<file path="config.mk">
export PLATFORM = sky130hd
export DESIGN_NAME = load_store_unit
export DESIGN_NICKNAME = d
export VERILOG_FILES = /design/src/rtl/lsu_pkg.sv /design/src/rtl/lsu_byte_lane.sv /design/src/rtl/load_store_unit.sv
export SDC_FILE = /design/constraint.sdc
export NUM_CORES = 1
export LEC_CHECK = 0
export CAP_MARGIN = 40
export CORE_MARGIN = 10
export CORE_UTILIZATION = 51
export DETAILED_ROUTE_END_ITERATION = 8
export PLACE_DENSITY = 0.86
export SYNTH_ARGS = -nofsm -noshare
export SYNTH_HDL_FRONTEND = slang
export SYNTH_SLANG_ARGS = --single-unit
</file>
<file path="constraint.sdc">
create_clock -name clk -period 4.71 [get_ports clk]
set_input_delay 1.1775 -clock clk [delete_from_list [all_inputs] [get_ports clk]]
set_output_delay 1.1775 -clock clk [all_outputs]
set_load 0.01 [all_outputs]
</file>
<file path="src/rtl/lsu_pkg.sv">
// Shared types and constants for the load/store unit.
package lsu_pkg;

    typedef enum logic [1:0] {
        StIdle  = 2'd0,
        StRead  = 2'd1,
        StWrite = 2'd2,
        StResp  = 2'd3
    } lsu_state_e;

    localparam int unsigned LANE_W        = 8;
    localparam int unsigned MEM_WORDS_DEF = 64;

endpackage

</file>
<file path="src/rtl/lsu_byte_lane.sv">
// Byte-lane helper: extracts one lane of a word (zero-extended) and
// produces the word with that lane replaced by a new byte.
module lsu_byte_lane
    import lsu_pkg::*;
(
    input  logic [31:0]       word,
    input  logic [1:0]        lane,
    input  logic [LANE_W-1:0] new_byte,
    output logic [31:0]       extracted,
    output logic [31:0]       merged
);

    always_comb begin
        extracted = '0;
        merged    = word;
        case (lane)
            2'd0: begin
                extracted[LANE_W-1:0]        = word[0*LANE_W +: LANE_W];
                merged[0*LANE_W +: LANE_W]   = new_byte;
            end
            2'd1: begin
                extracted[LANE_W-1:0]        = word[1*LANE_W +: LANE_W];
                merged[1*LANE_W +: LANE_W]   = new_byte;
            end
            2'd2: begin
                extracted[LANE_W-1:0]        = word[2*LANE_W +: LANE_W];
                merged[2*LANE_W +: LANE_W]   = new_byte;
            end
            default: begin
                extracted[LANE_W-1:0]        = word[3*LANE_W +: LANE_W];
                merged[3*LANE_W +: LANE_W]   = new_byte;
            end
        endcase
    end

endmodule

</file>
<file path="src/rtl/load_store_unit.sv">
// Load/store unit: one request in flight, word-aligned memory cycles,
// byte stores by read-modify-write, byte loads by lane extraction.
module load_store_unit
    import lsu_pkg::*;
#(
    parameter int unsigned MEM_WORDS = MEM_WORDS_DEF
) (
    input  logic        clk,
    input  logic        Reset,
    input  logic        req_valid,
    output logic        req_ready,
    input  logic        req_store,
    input  logic        req_byte,
    input  logic [31:0] req_addr,
    input  logic [31:0] req_wdata,
    output logic        resp_valid,
    input  logic        resp_ready,
    output logic [31:0] resp_rdata,
    output logic        resp_err,
    output logic [31:0] mem_addr,
    output logic        mem_we,
    output logic [31:0] mem_wd,
    input  logic [31:0] mem_rd
);

    lsu_state_e  state_q, state_d;

    logic        store_q, byte_q, err_q;
    logic [31:0] addr_q, wdata_q, merged_q, rdata_q;

    logic        accept, req_err, misaligned, out_of_range;
    logic [31:0] lane_byte, lane_merged;

    assign out_of_range = {2'b00, req_addr[31:2]} >= MEM_WORDS;
    assign misaligned   = !req_byte && (req_addr[1:0] != 2'b00);
    assign req_err      = out_of_range || misaligned;
    assign accept       = req_valid && req_ready;

    lsu_byte_lane u_byte_lane (
        .word      (mem_rd),
        .lane      (addr_q[1:0]),
        .new_byte  (wdata_q[LANE_W-1:0]),
        .extracted (lane_byte),
        .merged    (lane_merged)
    );

    always_ff @(posedge clk) begin
        if (Reset) begin
            state_q <= StIdle;
        end else begin
            state_q <= state_d;
        end
    end

    always_comb begin
        state_d = state_q;
        case (state_q)
            StIdle: begin
                if (accept) begin
                    if (req_err) begin
                        state_d = StResp;
                    end else if (req_store && !req_byte) begin
                        state_d = StWrite;
                    end else begin
                        state_d = StRead;
                    end
                end
            end
            // Only byte stores reach READ as stores.
            StRead:  state_d = store_q ? StWrite : StResp;
            StWrite: state_d = StResp;
            StResp:  if (resp_ready) state_d = StIdle;
            default: state_d = StIdle;
        endcase
    end

    always_comb begin
        req_ready  = (state_q == StIdle) && !Reset;
        resp_valid = (state_q == StResp);
        resp_rdata = rdata_q;
        resp_err   = err_q;
        mem_we     = (state_q == StWrite) && !Reset;
        mem_addr   = (state_q == StIdle) ? 32'd0 : {addr_q[31:2], 2'b00};
        mem_wd     = (state_q == StWrite) ? (byte_q ? merged_q : wdata_q) : 32'd0;
    end

    always_ff @(posedge clk) begin
        if (Reset) begin
            store_q  <= 1'b0;
            byte_q   <= 1'b0;
            err_q    <= 1'b0;
            addr_q   <= '0;
            wdata_q  <= '0;
            merged_q <= '0;
            rdata_q  <= '0;
        end else if (accept) begin
            store_q  <= req_store;
            byte_q   <= req_byte;
            err_q    <= req_err;
            addr_q   <= req_addr;
            wdata_q  <= req_wdata;
            rdata_q  <= '0;
        end else if (state_q == StRead) begin
            if (store_q) begin
                merged_q <= lane_merged;
            end else begin
                rdata_q  <= byte_q ? lane_byte : mem_rd;
            end
        end
    end

endmodule

</file>
==> results by group, run 1 <==
Timing
  – Fmax: 295 MHz
  – Fin. max-slew vios: 0
  – Hold Slack: 451 ps
  – Setup TNS: 0 ps
  – Finish-stage setup viols: 0
  – Min cycle time layout: 3390 ps
  – Measured slew at the worst slew-check pin: 768 ps
  – Fin crit share: 0.719
  – Final hold violation count: 0
  – Unrepaired setup endpoints after global routing: no
  – Relative slew slack: 0.488
  – Clk_skew: 5.78 ps

Clock tree
  – Clock Tree Buf Depth: 2
  – CTS Buf Count: 17
  – Post-CTS setup buffer count: 0
  – CTS tree: done
  – Clock sink count: 133
  – Reg clk slew, reported paths: 60 ps
  – CTS HTree Levels: 4
  – CTS root buf: clkbuf_16
  – Hold buffer count at cts: 0
  – Post-cts sizing count: 0
  – Latest clock arrival within the worst-skew pair: 430 ps

Power
  – Comb pwr share: 0.320
  – Int Pwr: 2.89 mW
  – Flop pwr share: 0.351
  – Switching portion of total power: 0.317
  – Lkg Pwr: 3.43 nW
  – Cell Pwr Density: 460 nW/um^2
  – P_sw: 1.34 mW
  – VDD IR max: 0.301 mV
  – Overall power: 4.23 mW
  – Clock Power Share: 0.328

Global route
  – Vias in the first global route: 6,183
  – Global-route wire length before repair: 33.6 mm
  – Overall routing resource usage: 0.235
  – Largest net degree at the start of global routing: 75
  – Initial antenna violation count: 0
  – Aggregate global routing overflow: 0

Synth
  – Flops & latches, synth: 133
  – Synth Warn #: 0
  – Number of flops mapped to enable cells by yosys: 0
  – Post-Syn Area: 6520 sq um
  – Post-Syn Instances: 772
  – Count of cell types in the netlist: 37
  – Top FF cell, synth: dfxtp_1
  – Avg Inst Size Synth: 8.45 sq um
  – Post-synthesis sequential area ratio: 0.408
  – Post-synth ARST share: 0

Run status
  – Status: complete, no violations

Worst setup path
  – Crit-path slowest cell: clkdlybuf4s50_1
  – RR Startpoint: state_q[1]
  – Worst reg2reg path endpoint: addr_q[30]
  – Crit-path cells: inv_1 > ha_1 > buf_8 > nor2b_1 > clkdlybuf4s50_1
  – CP max FO: 17
  – Critical path's top delay family: buffers and inverters
  – Highest cell delay on the worst timing path: 600 ps
  – Crit path launch type: flip-flop
  – Setup slack, reg-to-reg: 2140 ps
  – Crit path arrival time: 2210 ps
  – Reg2reg path depth: 8
  – Setup crit start: state_q[1]
  – Crit. End Element: output port
  – Setup Crit Path Kind: reg2out
  – Buffers & Inverters on Critical Path: 3
  – Critical Path RT: 3530 ps

Route
  – Routed wire per std cell: 18.9 um
  – Vias: 6,210
  – Pre-Repair DR Iteration Count: 5
  – Vias per inst: 5.52
  – DR iter-0 viols: 590
  – Final wirelength: 21.3 mm
  – DRC Markers: 0
  – Remaining antenna violation count: 0

Finish
  – Fillers: 926
  – Most common cell after layout, fill and taps aside: clkdlybuf4s50_1
  – Diodes inserted: 0
  – Commonest non-fill, non-tap cells in the layout: clkdlybuf4s50_1 (198), nand2_1 (193), dfxtp_1 (132)
  – Area delta synth->final: 40.9%
  – Share of cells above drive strength 1: 0.0850
  – Post-layout util: 0.731
  – Final net count: 1,046

Floorplan
  – IO Pins: 202
  – Die footprint: 17,700 sq um
  – Initial Util: 0.519
  – Die Ht: 133 um
  – Num rows: 41
  – Die Wd: 133 um
  – Placeable Area: 12,600 sq um

Placement
  – I/O Buffers: 199
  – Hpwl dp: 15.3 mm
  – RePlAce Congestion: 0.874

Min path
  – Hold worst-path end: resp_rdata[17]
  – Hold Crit Class: reg2reg
  – Worst hold stages: 2
  – HP Start: resp_rdata[17]

Job
  – Max-cap viol count: 0
==> kinds of logic (layout without fill, tap and decap cells) <==
group,count (synthesis),in the layout,synth area share
other cells,1,2,0.000575
flops,133,133,0.408
buf+inv,69,249,0.0527
fa+ha+maj,4,4,0.00767
compound gates,87,87,0.113
simple gates,428,428,0.338
mux,50,50,0.0802
==> layer usage <==
layer	vias to the layer above	track usage	share of wire
met3	59	0.0699	0.083
met4	0	0.130	0.043
met1	2919	0.277	0.40
li1	2971	-	-
met2	261	0.376	0.48
met5	-	0	0
==> sequential cells by signal, summed over array words and instances (netlist names) <==
name,flops
byte_q,1
addr_q,32
state_q,2
resp_rdata,32
store_q,1
merged_q,32
wdata_q,32
resp_err,1
==> how the worst max path moves through the flow <==
stage | end | depth (start not counted)
global route | req_ready | 5
CTS | req_ready | 5
detailed placement | req_ready | 3
finish | req_ready | 5
global placement | req_ready | 3
floorplan | mem_we | 2
==> cells in the mapped netlist, types with 2 or more instances <==
cell / count / area [sq um]
nand3_1: 9 / 45.0
nor2b_1: 66 / 413
o21ai_0: 11 / 55.1
buf_1: 2 / 7.51
nor2_1: 41 / 154
nor3_1: 9 / 45.0
a22o_1: 7 / 61.3
a211oi_1: 9 / 67.6
buf_6: 3 / 33.8
nand2_1: 193 / 724
clkbuf_1: 36 / 135
nand3b_1: 90 / 676
nand2b_1: 7 / 43.8
ha_1: 4 / 50.1
a21oi_1: 26 / 130
buf_4: 12 / 90.1
a221oi_1: 7 / 61.3
a311oi_1: 3 / 26.3
mux2i_1: 41 / 410
mux2_2: 8 / 90.1
nor4_1: 6 / 37.5
buf_2: 14 / 70.1
a311oi_2: 21 / 315
dfxtp_1: 133 / 2660
inv_1: 2 / 7.51
==> stage by stage <==
stage,std cells,instance area (sq um),setup WS [ps]
finish,1125,9190,1320
global placement,1088,8480,1490
CTS,1125,9190,1310
global route,1125,9190,1210
detailed placement,1093,8570,1480
floorplan,773,6530,2020
==> layout make-up <==
cell class / count / area (sq um) / area share
clock buffer: 23 / 468 / 0.0509
clock inverter: 9 / 150 / 0.0163
inverter: 2 / 7.51 / 0.000817
multi-input combinational: 571 / 3530 / 0.384
sequential: 133 / 2660 / 0.290
tap: 172 / 215 / 0.0234
timing repair buffer: 215 / 2160 / 0.235
==> worst min-delay path: cells and delay by family (launching register included) <==
family,cells,cell delay [ps]
DFF,1,310
and+or+nand+nor,1,50
AOI/OAI and AO/OA,1,50
==> power by group through the flow <==
stage	clock (mW)	sequential [mW]	combinational, mW
after floorplan	0	1.47	0.776
after detailed placement	0	1.50	1.34
after global placement	0	1.51	1.26
after global routing	1.46	1.51	1.47
after CTS	1.40	1.48	1.36
final	1.39	1.49	1.35
Power figures use the tool's default switching activity.
==> run 2, diff against run 1 <==
CORE_UTILIZATION = 47   (was 51)
PLACE_DENSITY = 0.8   (was 0.86)
clock period = 3.5 ns   (was 4.71 ns; I/O delays follow)
==> results by group, run 2 (synthesis gave the netlist of run 1 again) <==
Finish
  – Most common cell after layout, fill and taps aside: clkdlybuf4s50_1
  – Area delta synth->final: 40.8% (about the same)
  – Final net count: 1,046 (unchanged)
  – Share of cells above drive strength 1: 0.0860 (+0.00105)
  – Fillers: 1,083 (+17%)
  – Area of the multi-input gates: 3530 sq um (unchanged)
  – Register area: 2660 sq um (unchanged)
  – Commonest non-fill, non-tap cells in the layout: clkdlybuf4s50_1 (198), nand2_1 (193), dfxtp_1 (132)

Job
  – Max-cap viol count: 0 (unchanged)

Clock tree
  – Post-cts sizing count: 0 (unchanged)
  – CTS root buf: clkbuf_16
  – Hold buffer count at cts: 0 (unchanged)
  – CTS Buf Count: 17 (unchanged)
  – Latest clock arrival within the worst-skew pair: 420 ps (about the same)
  – Post-CTS setup buffer count: 0 (unchanged)
  – CTS HTree Levels: 4 (unchanged)
  – Clock Tree Buf Depth: 2 (unchanged)
  – Reg clk slew, reported paths: 60 ps (about the same)
  – Clock sink count: 133 (unchanged)
  – CTS tree: done

Global route
  – Overall routing resource usage: 0.214 (-0.0215)
  – Vias in the first global route: 5,743 (-7.1%)
  – Initial antenna violation count: 0 (unchanged)
  – Global-route wire length before repair: 31.8 mm (-5.4%)
  – Aggregate global routing overflow: 0 (unchanged)
  – Largest net degree at the start of global routing: 65 (-13%)

Power
  – P_sw: 1.77 mW (+32%)
  – Switching portion of total power: 0.316 (-0.000867)
  – Lkg Pwr: 3.43 nW (-0.11%)
  – Clock Power Share: 0.325 (-0.003)
  – Int Pwr: 3.84 mW (+33%)
  – Comb pwr share: 0.321 (about the same)
  – VDD IR max: 0.367 mV (+22%)
  – Flop pwr share: 0.353 (+0.002)
  – Cell Pwr Density: 611 nW/um^2 (+33%)

Floorplan
  – Die Wd: 138 um (+3.5%)
  – Placeable Area: 13,400 sq um (+6.6%)
  – Num rows: 42 (+2.4%)
  – Initial Util: 0.487 (-0.0322)
  – Die Ht: 138 um (+3.5%)
  – Die footprint: 19,000 sq um (+7.2%)
  – IO Pins: 202 (unchanged)

Min path
  – Hold Crit Class: reg2reg

Timing
  – Finish-stage setup viols: 0 (unchanged)
  – Min cycle time layout: 3030 ps
  – Setup TNS: 0 ps (unchanged)
  – Measured slew at the worst slew-check pin: 783 ps (+15.4 ps)
  – Relative slew slack: 0.477 (-0.0110)
  – Clk_skew: 7.04 ps (+1.26 ps)
  – Final hold violation count: 0 (unchanged)
  – Fin crit share: 0.867
  – Fmax: 330 MHz
  – Hold Slack: 453 ps (+2.22 ps)
  – Unrepaired setup endpoints after global routing: no
  – Fin. max-slew vios: 0 (unchanged)

Route
  – Pre-Repair DR Iteration Count: 5 (unchanged)
  – Routed wire per std cell: 18.4 um (-2.7%)
  – Remaining antenna violation count: 0 (unchanged)
  – Final wirelength: 20.8 mm (-2.3%)
  – DR iter-0 viols: 438 (-26%)
  – Vias: 5,987 (-3.6%)
  – Vias per inst: 5.30 (-4.0%)
  – DRC Markers: 0 (unchanged)

Worst setup path
  – CP max FO: 19 (+2)
  – Crit path arrival time: 2160 ps (-50 ps)
  – Critical Path RT: 2620 ps (-910 ps)
  – Crit path launch type: flip-flop
  – Setup Crit Path Kind: reg2out
  – Crit. End Element: output port

Run status
  – Status: complete, no violations

Placement
  – RePlAce Congestion: 0.839 (-4.0%)
  – Hpwl dp: 15.2 mm (-0.71%)
  – I/O Buffers: 199 (unchanged)
-- run 2: changes by cell type in the layout (fill, tap and decap cells not counted) --
cell	previous run	this run
buf_12	1	3
buf_8	3	1
clkbuf_8	2	4
buf_16	1	0
buf_4	11	12
bufinv_16	4	3
clkbuf_1	4	3
clkinv_4	0	1
clkinvlp_4	2	1
diode_2	0	1
-- run 2: power by group through the flow --
| stage | combinational (mW) | sequential (mW) | clock, mW |
|---|---|---|---|
| 2_1_floorplan | 1.04 | 1.98 | 0 |
| 3_3_place_gp | 1.76 | 2.00 | 0 |
| 3_5_place_dp | 1.81 | 2.01 | 0 |
| 4_1_cts | 1.82 | 1.98 | 1.84 |
| 5_1_grt | 1.96 | 2.02 | 1.92 |
| 6_report | 1.80 | 1.98 | 1.83 |
-- run 2: worst max-delay path, stage by stage (launching register included) --
cell and delay, ps:
dfxtp_2 600, buf_4 310, mux2i_1 110, nor2b_1 160, clkdlybuf4s50_1 560
-- run 2: layout make-up --
| type | instances | area share |
|---|---|---|
| Multi-Input combinational cell | 571 | 0.384 |
| Sequential cell | 133 | 0.290 |
| Timing Repair Buffer | 215 | 0.234 |
| Clock buffer | 24 | 0.0535 |
| Tap cell | 176 | 0.0240 |
| Clock inverter | 8 | 0.0132 |
| Inverter | 2 | 0.000817 |
| Antenna cell | 1 | 0.000272 |
-- run 2: through the flow --
step	setup WS [ps]	total power, mW	instance area, sq um	instances	utilization
2_1_floorplan	1420	3.02	6530	773	-
3_3_place_gp	802	3.77	8550	1096	0.638
3_5_place_dp	755	3.81	8570	1097	0.639
4_1_cts	437	5.65	9180	1129	0.685
5_1_grt	365	5.90	9180	1129	0.685
6_report	467	5.62	9190	1130	0.685
-- run 2: routing by layer --
metal  part of all wire  vias to the layer above  track usage
met5                  0                        -            0
met4              0.016                        0       0.0660
met3              0.085                       26       0.0710
met2               0.48                      196        0.340
met1               0.42                     2806        0.267
li1                   -                     2959            -
-- run 2: final timing paths --
| path | slack, ps | start | to | cells past startpoint |
|---|---|---|---|---|
| max | 470 | byte_q | mem_wd[1] | 4 |
| min | 450 | resp_rdata[19] | resp_rdata[19] | 2 |
| max reg2reg | 1280 | state_q[0] | wdata_q[31] | 8 |
| min reg2reg | 450 | resp_rdata[19] | resp_rdata[19] | 2 |
==> run 3, diff against run 2 <==
CELL_PAD_IN_SITES_DETAIL_PLACEMENT = 0   (was unset)
CELL_PAD_IN_SITES_GLOBAL_PLACEMENT = 1   (was unset)
CORE_UTILIZATION = 34   (was 47)
PLACE_DENSITY = unset   (was 0.8)
PLACE_DENSITY_LB_ADDON = 0.1   (was unset)
SLEW_MARGIN = 20   (was unset)
==> results by group, run 3 (synthesis gave the netlist of run 1 again) <==
Power
  – Cell Pwr Density: 602 nW/um^2 (-1.5%)
  – VDD IR max: 0.354 mV (-3.5%)
  – Lkg Pwr: 3.42 nW (-0.11%)

Clock tree
  – Reg clk slew, reported paths: 60 ps (about the same)
  – CTS root buf: clkbuf_16
  – Latest clock arrival within the worst-skew pair: 420 ps (about the same)
  – Post-CTS setup buffer count: 0 (unchanged)
  – Post-cts sizing count: 0 (unchanged)
  – CTS Buf Count: 17 (unchanged)
  – Hold buffer count at cts: 0 (unchanged)
  – Clock sink count: 133 (unchanged)
  – CTS tree: done
  – CTS HTree Levels: 4 (unchanged)
  – Clock Tree Buf Depth: 2 (unchanged)

Global route
  – Largest net degree at the start of global routing: 67 (+3.1%)
  – Initial antenna violation count: 0 (unchanged)
  – Vias in the first global route: 6,195 (+7.9%)
  – Global-route wire length before repair: 34.7 mm (+9.1%)
  – Overall routing resource usage: 0.178 (-0.0356)
  – Aggregate global routing overflow: 0 (unchanged)

Timing
  – Setup TNS: 0 ps (unchanged)
  – Setup WS post-layout: 326 ps (-141 ps)
  – Measured slew at the worst slew-check pin: 658 ps (-125 ps)
  – Min cycle time layout: 3170 ps (+141 ps)
  – Relative slew slack: 0.561 (+0.0841)
  – Fin crit share: 0.907 (+0.0403)
  – Clk_skew: 7.18 ps (+0.140 ps)
  – Fmax: 315 MHz (-4.4%)
  – Finish-stage setup viols: 0 (unchanged)
  – Fin. max-slew vios: 0 (unchanged)
  – Final hold violation count: 0 (unchanged)
  – Unrepaired setup endpoints after global routing: no

Floorplan
  – IO Pins: 202 (unchanged)
  – Num rows: 50 (+19%)
  – Initial Util: 0.348 (-0.139)
  – Die footprint: 25,100 sq um (+32%)
  – Placeable Area: 18,800 sq um (+40%)
  – Die Ht: 159 um (+15%)
  – Die Wd: 159 um (+15%)

Worst setup path
  – Setup crit start: byte_q
  – CP max FO: 18 (-1)
  – Setup slack, reg-to-reg: 1300 ps (+20 ps)
  – Setup Crit Path Kind: reg2out
  – Crit path launch type: flip-flop
  – Crit path arrival time: 2300 ps (+140 ps)
  – Critical Path RT: 2620 ps (about the same)
  – Crit. End Element: output port
  – RR Startpoint: state_q[0]

Route
  – DR iter-0 viols: 285 (-35%)
  – Routed wire per std cell: 19.2 um (+4.3%)
  – DRC Markers: 0 (unchanged)
  – Vias: 5,987 (unchanged)
  – Remaining antenna violation count: 0 (unchanged)
  – Pre-Repair DR Iteration Count: 4 (-1)
  – Vias per inst: 5.05 (-4.7%)
  – Final wirelength: 22.8 mm (+9.5%)

Run status
  – Status: complete, no violations

Placement
  – I/O Buffers: 199 (unchanged)
  – Placed Area: 8650 sq um (+0.96%)
  – Post-Place Setup Slack: 747 ps (-7.93 ps)
  – RePlAce Congestion: 0.805 (-4.1%)
  – Hpwl dp: 16.7 mm (+10%)

Finish
  – Final Cell Area: 9250 sq um (+0.71%)
  – Area delta synth->final: 41.8%
  – Commonest non-fill, non-tap cells in the layout: clkdlybuf4s50_1 (198), nand2_1 (193), dfxtp_1 (132)
  – Final net count: 1,045 (-0.096%)
  – Diodes inserted: 0 (-1)
  – Most common cell after layout, fill and taps aside: clkdlybuf4s50_1
  – Share of cells above drive strength 1: 0.0872 (+0.00114)

Job
  – Max-cap viol count: 0 (unchanged)

Min path
  – HP Start: resp_rdata[17]
  – Hold Crit Class: reg2reg
==> run 3: area by class of cell <==
cell class / count / area, sq um
well taps: 234 / 293
repair buffers: 214 / 2160
flip-flops and latches: 133 / 2660
inverters: 2 / 7.51
clock buffers: 24 / 502
clock inverters: 8 / 96.3
fillers: 1788 / 9520
multi-input cells: 571 / 3530
==> run 3: report_power, final <==
group	total [mW]	switching, mW	internal (mW)	leakage (nW)
Sequential	2.00	0.221	1.78	1.09
Clock	1.79	0.652	1.14	0.296
Combinational	1.78	0.933	0.842	2.04
==> run 3: metal layers <==
metal	track usage	share of wire	up-vias
met5	0	0	-
met4	0.0644	0.020	0
met3	0.0553	0.071	34
met2	0.279	0.46	174
met1	0.224	0.45	2821
li1	-	-	2958
==> run 3: worst paths after layout <==
check                                      end  cells after the start
worst min-delay path            resp_rdata[17]                      2
worst max register to register     wdata_q[21]                      8
worst min register to register  resp_rdata[17]                      2
worst max-delay path                mem_wd[29]                      4
==> run 3: critical path: stages, from the launching register on <==
cell	delay (ps)
dfxtp_2	640
buf_4	400
mux2i_1	120
nor2b_1	150
clkdlybuf4s50_1	560
==> run 3: through the flow <==
stage               total power [mW]  utilization  hold slack [ps]  cells
floorplan                       3.02            -              445    773
global placement                3.78        0.459              440   1153
detailed placement              3.81        0.461              445   1154
CTS                             5.63        0.493              456   1186
global route                    5.88        0.493              471   1186
finish                          5.57        0.493              452   1186
